### src/rtl/imm_ext_pipe.sv
// SPARC immediate / branch-target extender feeding an in-order output FIFO.
// The head entry is held in registers so out_data keeps its last value when the FIFO drains.
module imm_ext_pipe #(
  parameter int DATA_W = 32,
  parameter int DEPTH  = 2
) (
  input  logic                    clk,
  input  logic                    reset,
  input  logic                    in_valid,
  output logic                    in_ready,
  input  logic [31:0]             ir,
  input  logic [DATA_W-1:0]       pc,
  input  logic [2:0]              mode,
  output logic                    out_valid,
  input  logic                    out_ready,
  output logic [DATA_W-1:0]       out_data,
  output logic                    out_ovf,
  output logic [$clog2(DEPTH):0]  count
);

  localparam int PW  = $clog2(DEPTH);
  localparam int CW  = PW + 1;
  localparam int MSB = DATA_W - 1;
  localparam logic [CW-1:0] DEPTH_C = CW'(DEPTH);

  if (!((DATA_W == 32) || (DATA_W == 64))) begin : g_bad_data_w
    $error("imm_ext_pipe: DATA_W must be 32 or 64");
  end
  if ((DEPTH < 2) || (DEPTH > 8) || ((DEPTH & (DEPTH - 1)) != 0)) begin : g_bad_depth
    $error("imm_ext_pipe: DEPTH must be a power of two in 2..8");
  end

  function automatic logic [DATA_W-1:0] sext32(input logic [31:0] v);
    logic [DATA_W-1:0] r;
    r       = {DATA_W{v[31]}};
    r[31:0] = v;
    return r;
  endfunction

  function automatic logic [DATA_W-1:0] zext32(input logic [31:0] v);
    logic [DATA_W-1:0] r;
    r       = {DATA_W{1'b0}};
    r[31:0] = v;
    return r;
  endfunction

  logic [DATA_W:0]     mem_q [DEPTH];
  logic [PW-1:0]       rd_q, rd_d, wr_q, wr_d;
  logic [CW-1:0]       count_q, count_d;
  logic [DATA_W-1:0]   out_data_q, out_data_d;
  logic                out_ovf_q, out_ovf_d;
  logic [DATA_W-1:0]   ent_data_d, tgt_off_s, sum_s;
  logic                ent_ovf_d, tgt_add_s;
  logic [31:0]         off22_s, off30_s;
  logic                push_s, pop_s;
  logic                ir_unused_s;

  assign ir_unused_s = ^ir[31:30];

  assign in_ready  = !reset && ((count_q < DEPTH_C) || out_ready);
  assign out_valid = (count_q != {CW{1'b0}});
  assign push_s    = in_valid && in_ready;
  assign pop_s     = out_valid && out_ready;
  assign out_data  = out_data_q;
  assign out_ovf   = out_ovf_q;
  assign count     = count_q;

  assign off22_s = {{8{ir[21]}}, ir[21:0], 2'b00};
  assign off30_s = {ir[29:0], 2'b00};
  assign sum_s   = pc + tgt_off_s;

  // Extended immediate / target selection for the entry offered this cycle.
  always_comb begin
    ent_data_d = {DATA_W{1'b0}};
    ent_ovf_d  = 1'b0;
    tgt_off_s  = {DATA_W{1'b0}};
    tgt_add_s  = 1'b0;
    case (mode)
      3'd0:    ent_data_d = sext32({{19{ir[12]}}, ir[12:0]});
      3'd1:    ent_data_d = sext32({{10{ir[21]}}, ir[21:0]});
      3'd2:    ent_data_d = sext32({{2{ir[29]}}, ir[29:0]});
      3'd3:    ent_data_d = sext32(off30_s);
      3'd4:    ent_data_d = zext32({10'b0, ir[21:0]});
      3'd5:    ent_data_d = sext32(off22_s);
      3'd6: begin
        tgt_off_s = sext32(off22_s);
        tgt_add_s = 1'b1;
      end
      3'd7: begin
        tgt_off_s = sext32(off30_s);
        tgt_add_s = 1'b1;
      end
      default: ent_data_d = {DATA_W{1'b0}};
    endcase
    if (tgt_add_s) begin
      ent_data_d = sum_s;
      ent_ovf_d  = (pc[MSB] == tgt_off_s[MSB]) && (sum_s[MSB] != pc[MSB]);
    end else begin
      ent_ovf_d  = 1'b0;
    end
  end

  // Pointer/occupancy next state, plus the entry that will sit at the head after this edge.
  always_comb begin
    rd_d       = pop_s  ? rd_q + PW'(1) : rd_q;
    wr_d       = push_s ? wr_q + PW'(1) : wr_q;
    count_d    = count_q;
    out_data_d = out_data_q;
    out_ovf_d  = out_ovf_q;
    case ({push_s, pop_s})
      2'b10:   count_d = count_q + CW'(1);
      2'b01:   count_d = count_q - CW'(1);
      default: count_d = count_q;
    endcase
    // A write landing on the new read slot means the incoming entry becomes the head.
    if (count_d != {CW{1'b0}}) begin
      if (push_s && (wr_q == rd_d)) begin
        {out_ovf_d, out_data_d} = {ent_ovf_d, ent_data_d};
      end else begin
        {out_ovf_d, out_data_d} = mem_q[rd_d];
      end
    end else begin
      out_data_d = out_data_q;
      out_ovf_d  = out_ovf_q;
    end
  end

  // Entry storage; contents need no reset because occupancy gates visibility.
  always_ff @(posedge clk) begin
    if (push_s) begin
      mem_q[wr_q] <= {ent_ovf_d, ent_data_d};
    end
  end

  // Control and head registers with synchronous reset.
  always_ff @(posedge clk) begin
    if (reset) begin
      rd_q       <= {PW{1'b0}};
      wr_q       <= {PW{1'b0}};
      count_q    <= {CW{1'b0}};
      out_data_q <= {DATA_W{1'b0}};
      out_ovf_q  <= 1'b0;
    end else begin
      rd_q       <= rd_d;
      wr_q       <= wr_d;
      count_q    <= count_d;
      out_data_q <= out_data_d;
      out_ovf_q  <= out_ovf_d;
    end
  end

endmodule

### config.mk
export PLATFORM = sky130hd
export DESIGN_NAME = imm_ext_pipe
export DESIGN_NICKNAME = d
export VERILOG_FILES = /design/src/rtl/imm_ext_pipe.sv
export SDC_FILE = /design/constraint.sdc
export NUM_CORES = 1
export LEC_CHECK = 0
export ABC_AREA = 1
export ABC_CLOCK_PERIOD_IN_PS = 2800
export CAP_MARGIN = 15
export CORE_MARGIN = 3
export CORE_UTILIZATION = 45
export CTS_CLUSTER_DIAMETER = 100
export DETAILED_ROUTE_END_ITERATION = 7
export PLACE_DENSITY = 0.77
export SLEW_MARGIN = 40
export SYNTH_ARGS = -nofsm -noshare
export SYNTH_HDL_FRONTEND = slang
export SYNTH_SLANG_ARGS = --single-unit
### constraint.sdc
create_clock -name clk -period 2.8 [get_ports clk]
set_input_delay 0.56 -clock clk [delete_from_list [all_inputs] [get_ports clk]]
set_output_delay 0.56 -clock clk [all_outputs]
set_load 0.02 [all_outputs]
Yosys cells after proc, flatten, opt, wreduce, memory -nomap -nowiden. Memory sizes are Yosys's and may differ from the RTL's. A register that Yosys moved wholly into a read port is not among the register bits. Index checks and enable logic that the tools add are counted.

Shift-type cells: 0. Add/subtract/negate cells: 5. Equality and inequality tests: 11. Div/mod/pow operators: 0. Bitwise operators: 0. Multiply operators: 0. Multiplexer cells: 9. Reductions and logical operators: 10. Order comparisons: 1.

Operators with widths (number): 32-bit case mux with 6 select lines (1); 32-bit case mux with 2 select lines (1); 32-bit adder (1); 32-bit two-way mux (1); 3-bit == test, second input constant (4); 3-bit by 2-bit == test with 1-bit output, second input constant (2); 1-bit two-way mux (5); 1-bit logical AND (4); 2-bit case mux with 2 select lines (1); 2-bit nonzero test (2); 3-bit by 1-bit == test with 1-bit output, second input constant (1); 3-bit zero test (1); 1-bit adder, second input constant (2); 2-bit by 1-bit adder with 2-bit output, second input constant (1); 2-bit by 1-bit == test with 1-bit output, second input constant (1); 2-bit == test, second input constant (1); 2-bit < comparator, second input constant (1); 2-bit OR reduction (1); 2-bit by 1-bit subtractor with 2-bit output, second input constant (1); 1-bit == test (1); 1-bit zero test (1); 1-bit logical OR (1); 1-bit inequality test (1).

Memory bits (writable): 66. Register bits: 4. Input port bits: 71. Bits in read-only memories: 0. Bits in latches: 0. Output and inout port bits: 37. Memories kept: 1.

Memory list: mem_q (words 2, bits a word 33, read ports 1, clocked after memory_dff 1, wr ports 1, line 47) `logic [DATA_W:0] mem_q [DEPTH];`.

Longest topological paths before layout.
Depth after elaboration: 7. Mapped depth: 20. Mapped depth without buffers: 19.

Worst setup path before layout. Ideal clock, no wire load.

Kind: input-to-reg. From: input out_ready. To: memory mem_q[0][0] (netlist bit) (enable). Cell stages on the path: 4. Buffers on the path: 0. Slack: -0.312 ns. Required time: 2.377 ns. Data arrival time: 2.688 ns. Library setup time: 0.423 ns. Path through: inv_1 -> a21oi_1 -> nand2_1 -> nor2_1.

Cells in the longest elaborated chain, start to end: 5.

Ends and longest elaborated chain: from (decl) (line 15) `input logic out_ready,`; 1-bit logical OR (line 60) `assign in_ready = !reset && ((count_q < DEPTH_C) || out_ready);`; 1-bit logical AND (line 60); via in_ready (line 10) `output logic in_ready,`; 1-bit logical AND (line 62) `assign push_s = in_valid && in_ready;`; 1-bit two-way mux (line 130) `if (push_s) begin`; 1-bit two-way mux (not written as such) (line 131) `mem_q[wr_q] <= {ent_ovf_d, ent_data_d};`; to (decl) (line 47).

The timed path passes the listed nets, and every way through them passes these cells.

Worst setup path in the final report.
From: input ir[17]. To: memory mem_q[0][21] (netlist bit) (data pin).

Cells in the longest elaborated chain, start to end: 3.

Ends and longest elaborated chain: from (decl) (line 11) `input logic [31:0] ir,`; 32-bit case mux with 2 select lines (line 78) `case (mode)`; 32-bit adder (line 70) `assign sum_s = pc + tgt_off_s;`; 32-bit two-way mux (line 95) `if (tgt_add_s) begin`; via ent_data_d[21] (line 52) `logic [DATA_W-1:0] ent_data_d, tgt_off_s, sum_s;`.

The timed path passes the listed nets, and every way through them passes these cells.

==> metrics <==
final instance area=10510 um2; Die Wd=133.0 um; Worst-Margin Slew=585.3 ps; DPL Wire Length=17120 um; ANT nets after route=0; Yosys top cell area share=0.2730; Fmax achieved=0.3680 GHz; Worst EP arrival=2790 ps; pwr dens=631.4 nW/um2; gpl congestion=0.9758; clock buffer depth=2; Pre-antenna DRT Iters=5; Cell Rows=45; via count=8048; Post-Synth Simple-Gate Area=0.3309; crit-path max cell delay=470 ps; largest net degree at the start of global routing=35; Setup Viol. Count Final=0; first-pass GRT wire length=34740 um; Clock Tree Root=clkbuf_16; effective utilization at floorplan=0.4689; hold_ws=463.6 ps; placed insts=1534; Clk pin slew, worst setup/hold paths=70 ps; Register Area=2723 um2; crit-path cells=clkdlybuf4s50_1 -> inv_1 -> nor2_1 -> ha_1 -> nand2_1 -> nor2_2 -> inv_1 -> nor2_4 -> nand4_1 -> nand3b_1 -> a21oi_1 -> o21ai_1 -> nand2_1; Worst IR Drop VDD=0.5878 mV; Post-CTS Hold Fix Bufs=0; vias per cell=5.169; Final period util=0.9705; startpoint types=primary input; vias in the first global route=7273; Nets=1443; Syn Nets=1189; Worst Skew=5.364 ps; Final Hold Vio Count=0; total gr overflow=0; gr usage total=0.2442; synthesis-to-layout area growth=44.80%; Synth Cell Area=7261 um2; Leakage=0.005208 uW; crit-path leading delay family=simple AND/OR/NAND/NOR gates; slew margin rel.=0.6094; Yosys cell types=38; #FFs+latches synth=103; Routed WL=22860 um; kind of critical path=in -> reg; Clock Latency Late Sink=340 ps; sequential share of the synthesized area=0.3750; Critical Path RT=2870 ps; Mapped Cells=1087; Routed WL per cell=14.68 um; Hold WC Path Type=reg -> reg; port bufs=105; mean area per synthesized cell=6.680 um2; clock sink count=103; ant diodes=0; die area=17700 um2; Remaining DRCs=0; minimum clock period=2717 ps; die height=133.0 um; final std cells w/o fill=1557; CTS buffer count=9; Area contributors post-synth=edfxtp_1, nand2_1, dfxtp_1; placed inst area=9737 um2; area of the multi-input gates=4182 um2; TritonCTS clock tree=built; proportion of layout cells with a drive suffix above 1=0.2162; buffer and inverter count on the worst path=3; H-Tree Depth=3; post-synthesis compound-gate area fraction=0.1196; largest family of logic cells by synthesized area=simple AND/OR/NAND/NOR gates; Layout fillers=1280; Core Footprint=15480 um2; max_cap viols=0; Final Max Slew Viols=0; CP endpoint kind=flop; Post-Synth Adder-Cell Area=0.05445; Critical-path top delay cell=clkdlybuf4s50_1; Starting DRT DRC Count=644; dominant cell type by area after synthesis=edfxtp_1; Synth warnings=0; Post-Synth XOR/XNOR Area=0.006031; critical path peak fanout=4; antenna violations before repair=0; status=complete, no violations; Post-Route Utilization=0.6790; mux cell area share after synthesis=0.001379; Ports=108
-- routing by layer --
layer	part of all wire	wire length (um)	vias to the layer above	GRT usage
met1	0.42	9620	3660	0.3204
met2	0.48	10950	324	0.4100
li1	-	-	4007	-
met3	0.064	1469	57	0.02357
met5	0	0	-	0
met4	0.036	818	0	0.1074
-- cells by family (layout without fill, tap and decap cells) --
logic type / Yosys count / in the layout
simple gates: 587 / 588
compound gates: 145 / 145
mux: 1 / 1
xor+xnor: 5 / 5
fa+ha+maj: 31 / 31
flops: 103 / 103
buf+inv: 215 / 473
-- tightest hold or removal path: stages, from the launching register on --
cell	delay, ps
dfxtp_1	310
nand2_1	60
a21oi_1	50
-- timing repair --
item	CTS	global route
pin swaps	7	26
endpoints found under the setup margin	68	64
gates cloned	1	0
resized for setup	29	106
endpoints found under the hold margin	0	0
buffers inserted	1	5
-- cells in the mapped netlist, drive strengths merged --
| cell type | instances |
|---|---|
| inv | 186 |
| o21ai | 32 |
| nand3b | 3 |
| nand2 | 404 |
| clkbuf | 20 |
| clkinv | 2 |
| edfxtp | 66 |
| o221ai | 8 |
| a22oi | 4 |
| ha | 30 |
| nand4 | 12 |
| and2 | 8 |
| fa | 1 |
| xor2 | 4 |
| a31oi | 15 |
| o21a | 1 |
| buf | 7 |
| a21o | 2 |
| a211oi | 2 |
| mux2i | 1 |
| a21oi | 59 |
| nor2 | 82 |
| dfxtp | 37 |
| and3 | 2 |
| xnor2 | 1 |
| nor3 | 9 |
| o211ai | 12 |
| a221oi | 10 |
| nand3 | 62 |
| or2 | 5 |
-- report_power, final --
part / total (uW) / internal (uW) / switching (uW)
sequential: 2060 / 1920 / 140
combinational: 3430 / 1450 / 1980
clock: 1150 / 609 / 541
total: 6640 / 3980 / 2660
-- per-stage QoR --
stage | TNS [ps] | setup WS (ps) | power (uW)
2_1_floorplan | -20570 | -311.7 | 3936
3_3_place_gp | -34290 | -620.3 | 5274
3_5_place_dp | -38650 | -647.7 | 5353
4_1_cts | -10.18 | -10.18 | 6526
5_1_grt | -147.6 | -45.07 | 7027
6_report | 0 | 82.66 | 6638
-- worst paths after layout --
check,from,endpoint,slack (ps),depth (start not counted)
worst max-delay path,ir[17],mem_q[0][21]$_DFFE_PP_,80,13
worst min-delay path,out_data[23]$_SDFFE_PP0P_,out_data[23]$_SDFFE_PP0P_,460,2
worst max register to register,count[1]$_SDFF_PP0_,out_data[29]$_SDFFE_PP0P_,610,14
worst min register to register,out_data[23]$_SDFFE_PP0P_,out_data[23]$_SDFFE_PP0P_,460,2
-- placed cells by master (no fill, tap or decap), types with 7 or more instances in the layout --
cell type,instances
ha_4,7
buf_4,155
inv_1,177
nand2_1,374
a221oi_1,10
o21ai_0,18
nor2_1,61
a21oi_2,8
ha_1,22
nor2_2,14
o211ai_1,12
nor2_4,7
a31oi_1,14
a21oi_1,50
o221ai_1,8
clkdlybuf4s50_1,100
inv_2,9
nand3_1,52
nand4_1,12
nand3_2,10
dfxtp_1,37
clkbuf_16,9
edfxtp_1,66
nand2_2,25
o21ai_1,8
-- flip-flops by register name, indices dropped and copies added, names as in the netlist --
register and flops:
out_data 32, rd_q 1, out_ovf 1, wr_q 1
count 2, mem_q 66
-- layout make-up --
type | instances | area share
clock buffers | 10 | 0.02178
clock inverters | 6 | 0.004284
inverters | 188 | 0.06712
multi-input cells | 770 | 0.3977
flip-flops and latches | 103 | 0.2590
well taps | 211 | 0.02511
repair buffers | 269 | 0.2250
(Power assumes the default switching activity.)
